$ cat config.mk
export PLATFORM = sky130hd
export DESIGN_NAME = eth_frame_transmission_flat
export DESIGN_NICKNAME = d
export VERILOG_FILES = /design/src/rtl/eth_frame_transmission_if.sv /design/src/rtl/eth_frame_transmission.sv /design/src/flat_wrapper.sv
export SDC_FILE = /design/constraint.sdc
export NUM_CORES = 1
export LEC_CHECK = 0
export ABC_CLOCK_PERIOD_IN_PS = 5100
export CAP_MARGIN = 40
export CORE_MARGIN = 3
export CORE_UTILIZATION = 30
export DETAILED_ROUTE_END_ITERATION = 6
export GPL_ROUTABILITY_DRIVEN = 0
export PLACE_DENSITY = 0.48
export SLEW_MARGIN = 10
export SYNTH_ARGS = -nofsm -noshare
export SYNTH_HDL_FRONTEND = slang
export SYNTH_SLANG_ARGS = --single-unit
$ cat constraint.sdc
create_clock -name clk -period 5.1 [get_ports clk]
set_clock_uncertainty 0.2 [all_clocks]
set_input_delay 0.51 -clock clk [delete_from_list [all_inputs] [get_ports clk]]
set_output_delay 0.51 -clock clk [all_outputs]
set_load 0.005 [all_outputs]
$ cat src/rtl/eth_frame_transmission_if.sv
// Frame request fields and PHY byte stream of the Ethernet frame transmitter.
// The master side issues requests; the transmitter is the slave.
interface eth_frame_transmission_if;
    logic        start;
    logic [47:0] dest_addr;
    logic [47:0] src_addr;
    logic [15:0] eth_type;
    logic [31:0] data_in;
    logic [7:0]  tx_out;
    logic        tx_en;
    logic        tx_done;
    logic [3:0]  state;
    logic [3:0]  next_state;
    logic        crc_done;
    logic [2:0]  byte_count;
    logic [31:0] crc__out;

    modport master (
        output start,
        output dest_addr,
        output src_addr,
        output eth_type,
        output data_in,
        input  tx_out,
        input  tx_en,
        input  tx_done,
        input  state,
        input  next_state,
        input  crc_done,
        input  byte_count,
        input  crc__out
    );

    modport slave (
        input  start,
        input  dest_addr,
        input  src_addr,
        input  eth_type,
        input  data_in,
        output tx_out,
        output tx_en,
        output tx_done,
        output state,
        output next_state,
        output crc_done,
        output byte_count,
        output crc__out
    );
endinterface

$ cat src/rtl/eth_frame_transmission.sv
// Byte-serial Ethernet transmitter: preamble, SFD, header, 4-byte payload
// and reflected CRC-32 FCS, one byte per clock.
module eth_frame_transmission (
    input logic                    clk,
    input logic                    rst_n,
    eth_frame_transmission_if.slave bus
);

    typedef enum logic [3:0] {
        S_IDLE     = 4'd0,
        S_PREAMBLE = 4'd1,
        S_SFD      = 4'd2,
        S_DEST     = 4'd3,
        S_SRC      = 4'd4,
        S_TYPE     = 4'd5,
        S_PAYLOAD  = 4'd6,
        S_CRC      = 4'd7,
        S_DONE     = 4'd8
    } state_t;

    state_t           state_q;
    state_t           state_d;
    logic [2:0]       cnt_q;
    logic [5:0][7:0]  dest_q;
    logic [5:0][7:0]  src_q;
    logic [1:0][7:0]  type_q;
    logic [3:0][7:0]  data_q;
    logic [31:0]      crc_q;
    logic             crc_done_q;
    logic [3:0][7:0]  fcs;
    logic [7:0]       tx_byte;
    logic [3:0]       st;
    logic             crc_en;
    logic             accept;

    function automatic logic [31:0] crc_byte(
        input logic [31:0] c,
        input logic [7:0]  d
    );
        logic [31:0] r;
        r = c ^ {24'h0, d};
        for (int i = 0; i < 8; i++) begin
            r = r[0] ? ((r >> 1) ^ 32'hEDB88320) : (r >> 1);
        end
        return r;
    endfunction

    assign fcs    = ~crc_q;
    assign st     = state_q;
    assign accept = (state_q == S_IDLE) && bus.start;
    assign crc_en = (state_q == S_DEST) || (state_q == S_SRC) ||
                    (state_q == S_TYPE) || (state_q == S_PAYLOAD);

    always_comb begin
        state_d = state_q;
        unique case (state_q)
            S_IDLE:     if (bus.start)      state_d = S_PREAMBLE;
            S_PREAMBLE: if (cnt_q == 3'd6)  state_d = S_SFD;
            S_SFD:                          state_d = S_DEST;
            S_DEST:     if (cnt_q == 3'd5)  state_d = S_SRC;
            S_SRC:      if (cnt_q == 3'd5)  state_d = S_TYPE;
            S_TYPE:     if (cnt_q == 3'd1)  state_d = S_PAYLOAD;
            S_PAYLOAD:  if (cnt_q == 3'd3)  state_d = S_CRC;
            S_CRC:      if (cnt_q == 3'd3)  state_d = S_DONE;
            S_DONE:                         state_d = S_IDLE;
            default:                        state_d = S_IDLE;
        endcase
    end

    // MSB byte of each field goes first; FCS goes out LSB byte first
    always_comb begin
        tx_byte = 8'h00;
        unique case (state_q)
            S_PREAMBLE: tx_byte = 8'h55;
            S_SFD:      tx_byte = 8'hD5;
            S_DEST:     tx_byte = dest_q[3'd5 - cnt_q];
            S_SRC:      tx_byte = src_q[3'd5 - cnt_q];
            S_TYPE:     tx_byte = type_q[~cnt_q[0]];
            S_PAYLOAD:  tx_byte = data_q[~cnt_q[1:0]];
            S_CRC:      tx_byte = fcs[cnt_q[1:0]];
            default:    tx_byte = 8'h00;
        endcase
    end

    always_ff @(posedge clk or negedge rst_n) begin
        if (!rst_n) begin
            state_q    <= S_IDLE;
            cnt_q      <= 3'd0;
            dest_q     <= '0;
            src_q      <= '0;
            type_q     <= '0;
            data_q     <= '0;
            crc_q      <= 32'hFFFFFFFF;
            crc_done_q <= 1'b0;
        end else begin
            state_q <= state_d;
            if ((state_d != state_q) || (state_q == S_IDLE)) begin
                cnt_q <= 3'd0;
            end else begin
                cnt_q <= cnt_q + 3'd1;
            end
            if (accept) begin
                dest_q <= bus.dest_addr;
                src_q  <= bus.src_addr;
                type_q <= bus.eth_type;
                data_q <= bus.data_in;
                crc_q  <= 32'hFFFFFFFF;
            end else if (crc_en) begin
                crc_q <= crc_byte(crc_q, tx_byte);
            end
            if (accept || (state_d == S_IDLE)) begin
                crc_done_q <= 1'b0;
            end else if ((state_q == S_PAYLOAD) && (state_d == S_CRC)) begin
                crc_done_q <= 1'b1;
            end
        end
    end

    assign bus.tx_out     = tx_byte;
    assign bus.tx_en      = (st != 4'd0) && (st <= 4'd7);
    assign bus.tx_done    = (state_q == S_DONE);
    assign bus.state      = st;
    assign bus.next_state = state_d;
    assign bus.crc_done   = crc_done_q;
    assign bus.byte_count = cnt_q;
    assign bus.crc__out   = fcs;

endmodule

$ cat src/flat_wrapper.sv
// flat-port wrapper written by rule: the top's interface ports become plain ports
module eth_frame_transmission_flat 
  (clk, rst_n, bus_start, bus_dest_addr, bus_src_addr, bus_eth_type, bus_data_in, bus_tx_out, bus_tx_en, bus_tx_done, bus_state, bus_next_state, bus_crc_done, bus_byte_count, bus_crc__out);
  eth_frame_transmission_if bus_i ();
  input logic clk;
  input logic rst_n;
  input wire logic [$bits(bus_i.start)-1:0] bus_start;
  input wire logic [$bits(bus_i.dest_addr)-1:0] bus_dest_addr;
  input wire logic [$bits(bus_i.src_addr)-1:0] bus_src_addr;
  input wire logic [$bits(bus_i.eth_type)-1:0] bus_eth_type;
  input wire logic [$bits(bus_i.data_in)-1:0] bus_data_in;
  output wire logic [$bits(bus_i.tx_out)-1:0] bus_tx_out;
  output wire logic [$bits(bus_i.tx_en)-1:0] bus_tx_en;
  output wire logic [$bits(bus_i.tx_done)-1:0] bus_tx_done;
  output wire logic [$bits(bus_i.state)-1:0] bus_state;
  output wire logic [$bits(bus_i.next_state)-1:0] bus_next_state;
  output wire logic [$bits(bus_i.crc_done)-1:0] bus_crc_done;
  output wire logic [$bits(bus_i.byte_count)-1:0] bus_byte_count;
  output wire logic [$bits(bus_i.crc__out)-1:0] bus_crc__out;
  assign bus_i.start = bus_start;
  assign bus_i.dest_addr = bus_dest_addr;
  assign bus_i.src_addr = bus_src_addr;
  assign bus_i.eth_type = bus_eth_type;
  assign bus_i.data_in = bus_data_in;
  assign bus_tx_out = bus_i.tx_out;
  assign bus_tx_en = bus_i.tx_en;
  assign bus_tx_done = bus_i.tx_done;
  assign bus_state = bus_i.state;
  assign bus_next_state = bus_i.next_state;
  assign bus_crc_done = bus_i.crc_done;
  assign bus_byte_count = bus_i.byte_count;
  assign bus_crc__out = bus_i.crc__out;
  eth_frame_transmission u_core (.clk(clk), .rst_n(rst_n), .bus(bus_i));
endmodule
==> flow_summary.yaml <==
synth:
  synthDistinctLibCells: 60
  synth_area_per_cell_um2: 12.9
  async_flop_share_pct: 100
  syn-num-nets: 900
  yosys-top-cells-count: "152 x dfrtp_1, 144 x mux2_2, 43 x xnor2_1, 42 x mux2i_1, 39 x inv_1"
  synth.most_common_cell: "dfrtp_1"
  synth_area_mm2: 0.00964
  ys.flop_type: "dfrtp_1"
  synth_area_leaders: "dfrtp_1 39%, mux2_2 17%, dfstp_2 8.7%"
  ys_ff_latch: 184
  synth_top_area_cell: "dfrtp_1"
  yosysWarningCount: 0
  yosysTopAreaCellShare_pct: 39.5
  synth_edf_count: 0
  syn_inst: 748
  yosysSeqAreaShare_pct: 48.2
drt:
  ant_nets: 0
  drt_iter0_drc: 378
  drc: 0
  viasPerCell: 4.83
  wl_mm: 28.1
  vias: 6491
  dr.pass1.iters: 5
  wl_per_cell_um: 20.9
global_route:
  grt.total_usage_pct: 16.6
  grt_pass1_wl_mm: 42.5
  grt_pass1_vias: 6826
  antenna_found_initial: 0
  grt_max_degree: 177
  gr-total-overflow: 0
critical_path:
  cp_max_fo: 33
  endpoint_kind: "primary output"
  crit_arrival_ns: 3.37
  cp_data_required_time_ns: 4.39
  critPathLaunchType: "flip-flop"
  crit_type: "flip-flop to primary output"
cts:
  htreeDepth: 4
  clkLatencyLatePin_ns: 0.45
  cts_sinks: 184
  cts_buffers: 17
  cts_tree: "built"
  cts_root_buf: "clkbuf_16"
  clk_path_buf_depth: 2
  clk_pin_slew_ns: 0.08
  cts_setup_buffers: 0
die:
  die_w_um: 185
  die_h_um: 185
  start_util_pct: 30.5
  die-area_mm2: 0.0343
  core_area_mm2: 0.0316
  rows: 65
  io_pins: 201
power:
  switching_power_mw: 3.42
  ir_worst_vdd_v: 0.000417
  power_density_mw_per_mm2: 703
  power.share.clock_pct: 14.8
  combPwrFrac_pct: 55.0
  power_frac_seq_pct: 30.3
  switching_share_pct: 38.4
  total_leakage_power_nw: 5.07
  internal_power_mw: 5.48
  power_mw: 8.90
sta:
  clock.fmax_mhz: 245
  fin_crit_ns: 4.08
  hold_viol: 0
  max_slew_margin_pct: 35.2
  drv_slew: 0
  fin_ws_ns: 1.02
  period_share_pct: 80.1
  rsz0062_at_grt: "false"
  tns_ns: 0
  setup_viol: 0
  worst_slew_pin_slew_ns: 0.971
finish:
  multi_input_area_mm2: 0.00461
  diodes: 0
  nFillCells: 3025
  final_area_mm2: 0.0127
  fin_util_pct: 40.0
  seqCellArea_mm2: 0.00465
  drive_gt1_share_pct: 29.1
  fin_nets: 1081
  syn_to_final_growth_pct: 31.4
place:
  placed_area_mm2: 0.0121
  io_buffers: 200
  place_hpwl_mm: 20.4
  dp_slack_ns: 1.16
min_path:
  hold_class: "flip-flop to flip-flop"
status:
  status: "finished clean"
run:
  max_cap_violations: 0
repair_timing:
item,4_1_cts,5_1_grt
endpoints found under the hold margin,38,0
hold buffers,1,0
gates resized for setup,0,0
sequential cells by signal, summed over array words and instances (netlist names):
register / flops
u_core.bus.byte_count: 3
u_core.bus.crc_done: 1
u_core.bus.state: 4
u_core.crc_q: 32
u_core.data_q: 32
u_core.dest_q: 48
u_core.src_q: 48
u_core.type_q: 16
area by class of cell:
| type | instances | share of cell area [%] |
|---|---|---|
| clock buffer | 19 | 3.50 |
| timing repair buffer | 213 | 17.2 |
| multi-input combinational | 474 | 36.4 |
| sequential | 184 | 36.7 |
| tap | 402 | 3.97 |
| inverter | 39 | 1.16 |
| clock inverter | 13 | 1.02 |
stage by stage:
| step | hold slack [ns] | std cells |
|---|---|---|
| after floorplan | 0.0144 | 748 |
| after global placement | 0.284 | 1308 |
| after detailed placement | 0.291 | 1310 |
| after CTS | 0.307 | 1343 |
| after global routing | 0.311 | 1344 |
| final | 0.304 | 1344 |
power by group through the flow:
stage                     Sequential [mW]  Combinational (mW)  Clock [mW]
final                                2.69                4.89        1.32
after global routing                 2.79                5.33        1.42
after CTS                            2.70                4.97        1.36
after detailed placement             2.73                4.94           0
after global placement               2.77                4.88           0
after floorplan                      2.49                3.74           0
worst paths after layout:
path,endpoint,from,cells past startpoint,slack (ns)
max in group asynchronous,u_core.bus.byte_count[1],rst_n,4,3.30
worst max-delay path,bus_tx_out[3],u_core.bus.byte_count[0],7,1.02
worst max register to register,u_core.crc_q[20],u_core.bus.byte_count[2],10,1.19
min in group asynchronous,u_core.data_q[18],rst_n,3,0.45
worst min register to register,u_core.data_q[8],u_core.data_q[8],1,0.30
worst min-delay path,u_core.data_q[8],u_core.data_q[8],1,0.30
worst max-delay path: stages (launching register included):
cell and delay (ns):
dfrtp_4 0.79, buf_12 0.31, mux4_2 0.54, a2bb2oi_1 0.25, o21ai_2 0.12, a221oi_4 0.28, inv_1 0.15, clkdlybuf4s50_1 0.47
kinds of logic after synthesis:
logic type,share of synthesized area [%]
XOR/XNOR,8.97
adder cells (fa/ha/maj),0.649
buffers and inverters,4.17
flip-flops,48.2
AO/OA/AOI/OAI,5.80
multiplexers,26.1
AND/OR/NAND/NOR,6.13
per-layer routing:
layer	vias to the layer above	share of wire, %	wire length [µm]	GRT usage, %
met1	3259	47	13300	23.8
met4	0	1.3	376	4.44
met5	-	0	0	0
met2	181	47	13200	25.8
li1	3030	-	-	-
met3	21	4.4	1230	3.28
placed cells by master (no fill, tap or decap), types with 4 or more instances in the layout:
cell and n:
nand2b_1 4, mux2i_1 42, clkbuf_16 17, a21oi_1 37, nand3_2 4, buf_4 7, nand3b_1 8, nor2_1 22
xnor2_2 6, dfrtp_1 150, inv_8 4, ha_1 5, nor3_1 33, xnor2_4 8, o22ai_1 11, o211ai_1 6
clkdlybuf4s50_1 199, xnor2_1 43, inv_1 39, xor2_1 9, o21ai_0 11, nand2_1 9, nand3_1 5, mux2_2 144
mux4_2 21, dfstp_2 32
No activity file was read; power rests on OpenSTA's default activity.
